<file path="config.mk">
export PLATFORM = sky130hd
export DESIGN_NAME = seven_segment_scanner
export DESIGN_NICKNAME = d
export VERILOG_FILES = /design/src/rtl/seven_segment_scanner.sv
export SDC_FILE = /design/constraint.sdc
export NUM_CORES = 1
export LEC_CHECK = 0
export ABC_AREA = 1
export BUFFER_PORTS_ARGS = -buffer_cell sky130_fd_sc_hd__buf_4
export CAP_MARGIN = 10
export CELL_PAD_IN_SITES_DETAIL_PLACEMENT = 1
export CELL_PAD_IN_SITES_GLOBAL_PLACEMENT = 1
export CORE_ASPECT_RATIO = 0.5
export CORE_MARGIN = 2
export CORE_UTILIZATION = 41
export DETAILED_ROUTE_END_ITERATION = 10
export GPL_TIMING_DRIVEN = 0
export PLACE_DENSITY = 0.87
export SKIP_LAST_GASP = 1
export SLEW_MARGIN = 30
export SYNTH_ARGS = -nofsm -noshare
export SYNTH_HDL_FRONTEND = slang
export SYNTH_SLANG_ARGS = --single-unit
</file>
<file path="constraint.sdc">
create_clock -name clk -period 2.3 [get_ports clk]
set_input_delay 0.115 -clock clk [delete_from_list [all_inputs] [get_ports clk]]
set_output_delay 0.115 -clock clk [all_outputs]
set_load 0.05 [all_outputs]
</file>
<file path="src/rtl/seven_segment_scanner.sv">
`timescale 1ns/1ps
// seven_segment_scanner: time-multiplexed driver for a 4-digit common-anode
// seven-segment display. A double-buffered value is scanned one digit per
// slot through a single shared decoder, and each slot ends with a blanking
// interval so the previous digit cannot ghost onto the next anode.

// Hex nibble to active-low segment pattern, bit order {g,f,e,d,c,b,a}.
module seven_segment_decoder (
    input  logic [3:0] hex_i,
    output logic [6:0] seg_o
);

    // Pure lookup of the glyph for each hex value.
    always_comb begin
        seg_o = 7'h7F;
        case (hex_i)
            4'h0: seg_o = 7'h40;
            4'h1: seg_o = 7'h79;
            4'h2: seg_o = 7'h24;
            4'h3: seg_o = 7'h30;
            4'h4: seg_o = 7'h19;
            4'h5: seg_o = 7'h12;
            4'h6: seg_o = 7'h02;
            4'h7: seg_o = 7'h78;
            4'h8: seg_o = 7'h00;
            4'h9: seg_o = 7'h10;
            4'hA: seg_o = 7'h08;
            4'hB: seg_o = 7'h03;
            4'hC: seg_o = 7'h46;
            4'hD: seg_o = 7'h21;
            4'hE: seg_o = 7'h06;
            4'hF: seg_o = 7'h0E;
            default: seg_o = 7'h7F;
        endcase
    end

endmodule

module seven_segment_scanner #(
    parameter int REFRESH_CYCLES = 100000,
    parameter int BLANK_CYCLES   = 1000
) (
    input  logic        clk,
    input  logic        reset,
    input  logic [15:0] data_in,
    input  logic        load,
    input  logic [3:0]  dp_in,
    input  logic [3:0]  digit_en,
    output logic [7:0]  segments,
    output logic [3:0]  an,
    output logic        frame_done
);

    localparam int CNT_W = (REFRESH_CYCLES > 1) ? $clog2(REFRESH_CYCLES) : 1;
    localparam int ON_CYCLES = REFRESH_CYCLES - BLANK_CYCLES;
    localparam logic [CNT_W-1:0] CNT_LAST = CNT_W'(REFRESH_CYCLES - 1);

    typedef enum logic {
        PHASE_ON,
        PHASE_BLANK
    } phase_e;

    logic [CNT_W-1:0] cnt_q, cnt_d;
    logic [1:0]       digit_q, digit_d;
    logic             pending_q, pending_d;
    logic [19:0]      shadow_q, shadow_d;
    logic [19:0]      active_q, active_d;
    logic             wrap_q, wrap_d;
    logic [7:0]       segments_q, segments_d;
    logic [3:0]       an_q, an_d;
    logic             frame_done_q, frame_done_d;

    phase_e     phase;
    logic       slot_end;
    logic       boundary;
    logic       show;
    logic [3:0] cur_nibble;
    logic       cur_dp;
    logic [6:0] dec_seg;
    logic [15:0] active_data;
    logic [3:0]  active_dp;

    assign active_data = active_q[15:0];
    assign active_dp   = active_q[19:16];
    assign cur_nibble  = active_data[{digit_q, 2'b00} +: 4];
    assign cur_dp      = active_dp[digit_q];

    seven_segment_decoder u_decoder (
        .hex_i (cur_nibble),
        .seg_o (dec_seg)
    );

    // Slot phase is a pure function of the slot counter: lit first, dark at the end.
    always_comb begin
        phase = PHASE_BLANK;
        if (32'(cnt_q) < 32'(ON_CYCLES)) begin
            phase = PHASE_ON;
        end
    end

    // Next-state for counters, buffers and the registered display outputs.
    always_comb begin
        slot_end  = (cnt_q == CNT_LAST);
        boundary  = slot_end && (digit_q == 2'd3);
        cnt_d     = slot_end ? '0 : cnt_q + 1'b1;
        digit_d   = slot_end ? digit_q + 2'd1 : digit_q;
        active_d  = active_q;
        shadow_d  = shadow_q;
        pending_d = pending_q;
        if (boundary && pending_q) begin
            active_d  = shadow_q;
            pending_d = 1'b0;
        end
        if (load) begin
            shadow_d  = {dp_in, data_in};
            pending_d = 1'b1;
        end
        show       = (phase == PHASE_ON) && digit_en[digit_q];
        an_d       = show ? ~(4'b0001 << digit_q) : 4'hF;
        segments_d = show ? {~cur_dp, dec_seg} : 8'hFF;
        wrap_d       = boundary;
        frame_done_d = wrap_q;
    end

    // State register with synchronous reset to a blank display showing 0.
    always_ff @(posedge clk) begin
        if (reset) begin
            cnt_q        <= '0;
            digit_q      <= 2'd0;
            pending_q    <= 1'b0;
            shadow_q     <= 20'h0;
            active_q     <= 20'h0;
            wrap_q       <= 1'b0;
            segments_q   <= 8'hFF;
            an_q         <= 4'hF;
            frame_done_q <= 1'b0;
        end else begin
            cnt_q        <= cnt_d;
            digit_q      <= digit_d;
            pending_q    <= pending_d;
            shadow_q     <= shadow_d;
            active_q     <= active_d;
            wrap_q       <= wrap_d;
            segments_q   <= segments_d;
            an_q         <= an_d;
            frame_done_q <= frame_done_d;
        end
    end

    assign segments   = segments_q;
    assign an         = an_q;
    assign frame_done = frame_done_q;

endmodule

</file>
==> flow_metrics.env <==
export IMPL_fin_skew_ns=0.00686
export IMPL_place_gp_congestion=0.802
export IMPL_ys_types=27
export IMPL_period_needed_ns=2.02
export IMPL_min_period_over_period_pct=87.7
export IMPL_drv_cap=0
export IMPL_synthToLayoutAreaGrowth_pct=27.7
export IMPL_reg2regPathDepth=11
export IMPL_drtIter0Drc=164
export IMPL_criticalPathCategory="register to register"
export IMPL_final_setup_tns_ns=0
export IMPL_hold_slack_ns=0.00511
export IMPL_grtUsageTotal_pct=21.8
export IMPL_crit_path_start_kind="register"
export IMPL_cts_sinks=74
export IMPL_die_area_mm2=0.00886
export IMPL_core_area_mm2=0.00791
export IMPL_dp_hpwl_um=6080
export IMPL_numPortBuffers=39
export IMPL_antenna_found_initial=0
export IMPL_first_pass_iters=4
export IMPL_post_cts_buffers=0
export IMPL_grt_pass1_wl_um=15000
export IMPL_wl_per_cell_um=13.3
export IMPL_worst_pin_slew_ns=0.506
export IMPL_syn_num_nets=517
export IMPL_nets=580
export IMPL_hold_path_class="input pin to register"
export IMPL_setup_viol=0
export IMPL_min_path_cells=3
export IMPL_synth_area_mm2=0.00331
export IMPL_finalHoldViolations=0
export IMPL_cts_htree_levels=3
export IMPL_syn_inst=479
export IMPL_cts_buffers=9
export IMPL_yosys_register_bits=74
export IMPL_die_y_um=67.6
export IMPL_finalNonFillerCells=659
export IMPL_ir_worst_vdd_mv=0.384
export IMPL_grt_pass1_vias=3180
export IMPL_rsz0062_at_grt="no"
export IMPL_end_kind="register"
export IMPL_die_x_um=131
export IMPL_rows=23
export IMPL_clk_insertion_delay_late_ns=0.34
export IMPL_leakage_nw=1.96
export IMPL_start_util_pct=41.8
export IMPL_vias=3129
export IMPL_arrival_ns=2.24
export IMPL_drive_gt1_share_pct=14.6
export IMPL_drc=0
export IMPL_overflow=0
export IMPL_final_antenna_net_count=0
export IMPL_grt_max_degree=13
export IMPL_num_io_pins=40
export IMPL_crit_path_max_fanout=11
export IMPL_power_density_mw_per_mm2=749
export IMPL_cp_required_ns=2.53
export IMPL_fin_ws_ns=0.283
export IMPL_finalPower_mw=3.16
export IMPL_vias_per_cell=4.75
export IMPL_max_slew_margin_rel_pct=66.2
export IMPL_max_freq_mhz=496
export IMPL_clockRootBuffer="clkbuf_16"
export IMPL_synth_warnings=0
export IMPL_clockBufferDepth=2
export IMPL_status="finished, final reports clean"
export IMPL_syn_avg_cell_area_um2=6.91
export IMPL_routed_wl_um=8800
export IMPL_insertedDiodeCount=0
export IMPL_synth_seq_area_share_pct=44.7
export IMPL_pre_cts_ws_ns=0.303
export IMPL_placedCellCount=630
export IMPL_finalMaxSlewViolations=0
export IMPL_cts_tree="done"
export IMPL_clk_pin_slew_ns=0.06
[worst max-delay path: stages, from the launching register on]
cell and delay [ns]:
dfxtp_1 0.50, inv_2 0.10, buf_2 0.21, nand2_1 0.09
nand3_1 0.06, nand2_1 0.24, inv_1 0.11, ha_1 0.27
nand2_1 0.10, o21ai_0 0.09, nand2_1 0.07, nand3_1 0.07
[synth_stat cells]
| cell type | count | area, um2 |
|---|---|---|
| a211oi_1 | 1 | 7.51 |
| a21oi_1 | 12 | 60.1 |
| a31o_2 | 1 | 8.76 |
| buf_1 | 1 | 3.75 |
| buf_2 | 4 | 20.0 |
| buf_4 | 2 | 15.0 |
| buf_6 | 2 | 22.5 |
| clkbuf_1 | 7 | 26.3 |
| dfxtp_1 | 74 | 1480 |
| ha_1 | 11 | 138 |
| inv_1 | 40 | 150 |
| inv_2 | 8 | 30.0 |
| nand2_1 | 125 | 469 |
| nand2_2 | 5 | 31.3 |
| nand3_1 | 26 | 130 |
| nand4_1 | 3 | 18.8 |
| nand4_4 | 1 | 21.3 |
| nor2_1 | 110 | 413 |
| nor2_2 | 1 | 6.26 |
| nor2_4 | 1 | 11.3 |
| nor3_1 | 7 | 35.0 |
| o211a_1 | 1 | 10.0 |
| o21a_1 | 1 | 7.51 |
| o21ai_0 | 28 | 140 |
| o21ai_1 | 1 | 5.00 |
| or2_0 | 1 | 6.26 |
| xor2_1 | 5 | 43.8 |
[layer usage]
| layer | global-route usage, % | share of wire [%] | vias up |
|---|---|---|---|
| met1 | 25.5 | 47 | 1454 |
| met5 | 0 | 0 | - |
| li1 | - | - | 1611 |
| met4 | 8.42 | 2.0 | 0 |
| met3 | 6.38 | 3.2 | 15 |
| met2 | 38.9 | 48 | 49 |
[state kept, by name (all words and copies together), names as in the netlist]
register / flops
active_q: 20
shadow_q: 20
cnt_q: 17
segments: 8
an: 4
digit_q: 2
frame_done: 1
frame_done_d: 1
pending_q: 1
[worst paths after layout]
check,to,slack (ns),start
setup / recovery,segments[3],0.28,digit_q[0]
hold / removal,shadow_q[0],0.005,data_in[0]
setup reg to reg,segments[3],0.28,digit_q[0]
hold reg to reg,frame_done,0.41,frame_done_d
[power by group]
group	switching [mW]	leakage [nW]	internal, mW
Combinational	0.0927	1.18	0.0755
Sequential	0.0185	0.604	1.32
Clock	0.544	0.176	1.11
Total	0.656	1.96	2.51
[logic make-up after synthesis]
kind of cell             count (synthesis)  share of synthesized area (%)
AO/OA/AOI/OAI                           45                           7.22
XOR/XNOR                                 5                           1.32
adder cells (fa/ha/maj)                 11                           4.16
buffers and inverters                   64                           8.08
flip-flops                              74                           44.7
AND/OR/NAND/NOR                        280                           34.5
[through the flow]
step	util [%]	area [um2]
2_1_floorplan	-	3310
3_3_place_gp	47.3	3740
3_5_place_dp	47.3	3740
4_1_cts	53.4	4230
5_1_grt	53.4	4230
6_report	53.4	4230
[cells in the final DEF (no fill, tap or decap)]
cell           count
a211oi_1           1
a21oi_1           12
a31o_2             1
buf_1              1
buf_2              4
buf_4             41
buf_6              2
bufinv_16          3
clkbuf_1           7
clkbuf_16          9
clkbuf_8           2
clkinv_2           2
dfxtp_1           74
dlygate4sd3_1     13
ha_1              11
inv_1             40
inv_2              8
nand2_1          125
nand2_2            5
nand3_1           26
nand4_1            3
nand4_4            1
nor2_1           110
nor2_2             1
nor2_4             1
nor3_1             7
o211a_1            1
o21a_1             1
o21ai_0           28
o21ai_1            1
or2_0              1
xor2_1             5
[repair_timing]
item	4_1_cts	5_1_grt
resized for setup	0	0
hold buffers	13	0
hold endpoints to repair	16	0
[final cells by class]
type	instances	area, um2
Tap cell	112	140
Clock inverter	5	100
Clock buffer	11	253
Timing Repair Buffer	52	423
Multi-Input combinational cell	341	1560
Sequential cell	74	1480
Inverter	48	180
Buffer	16	87.6
Fill cell	1035	3690
Power figures use the tool's default switching activity.
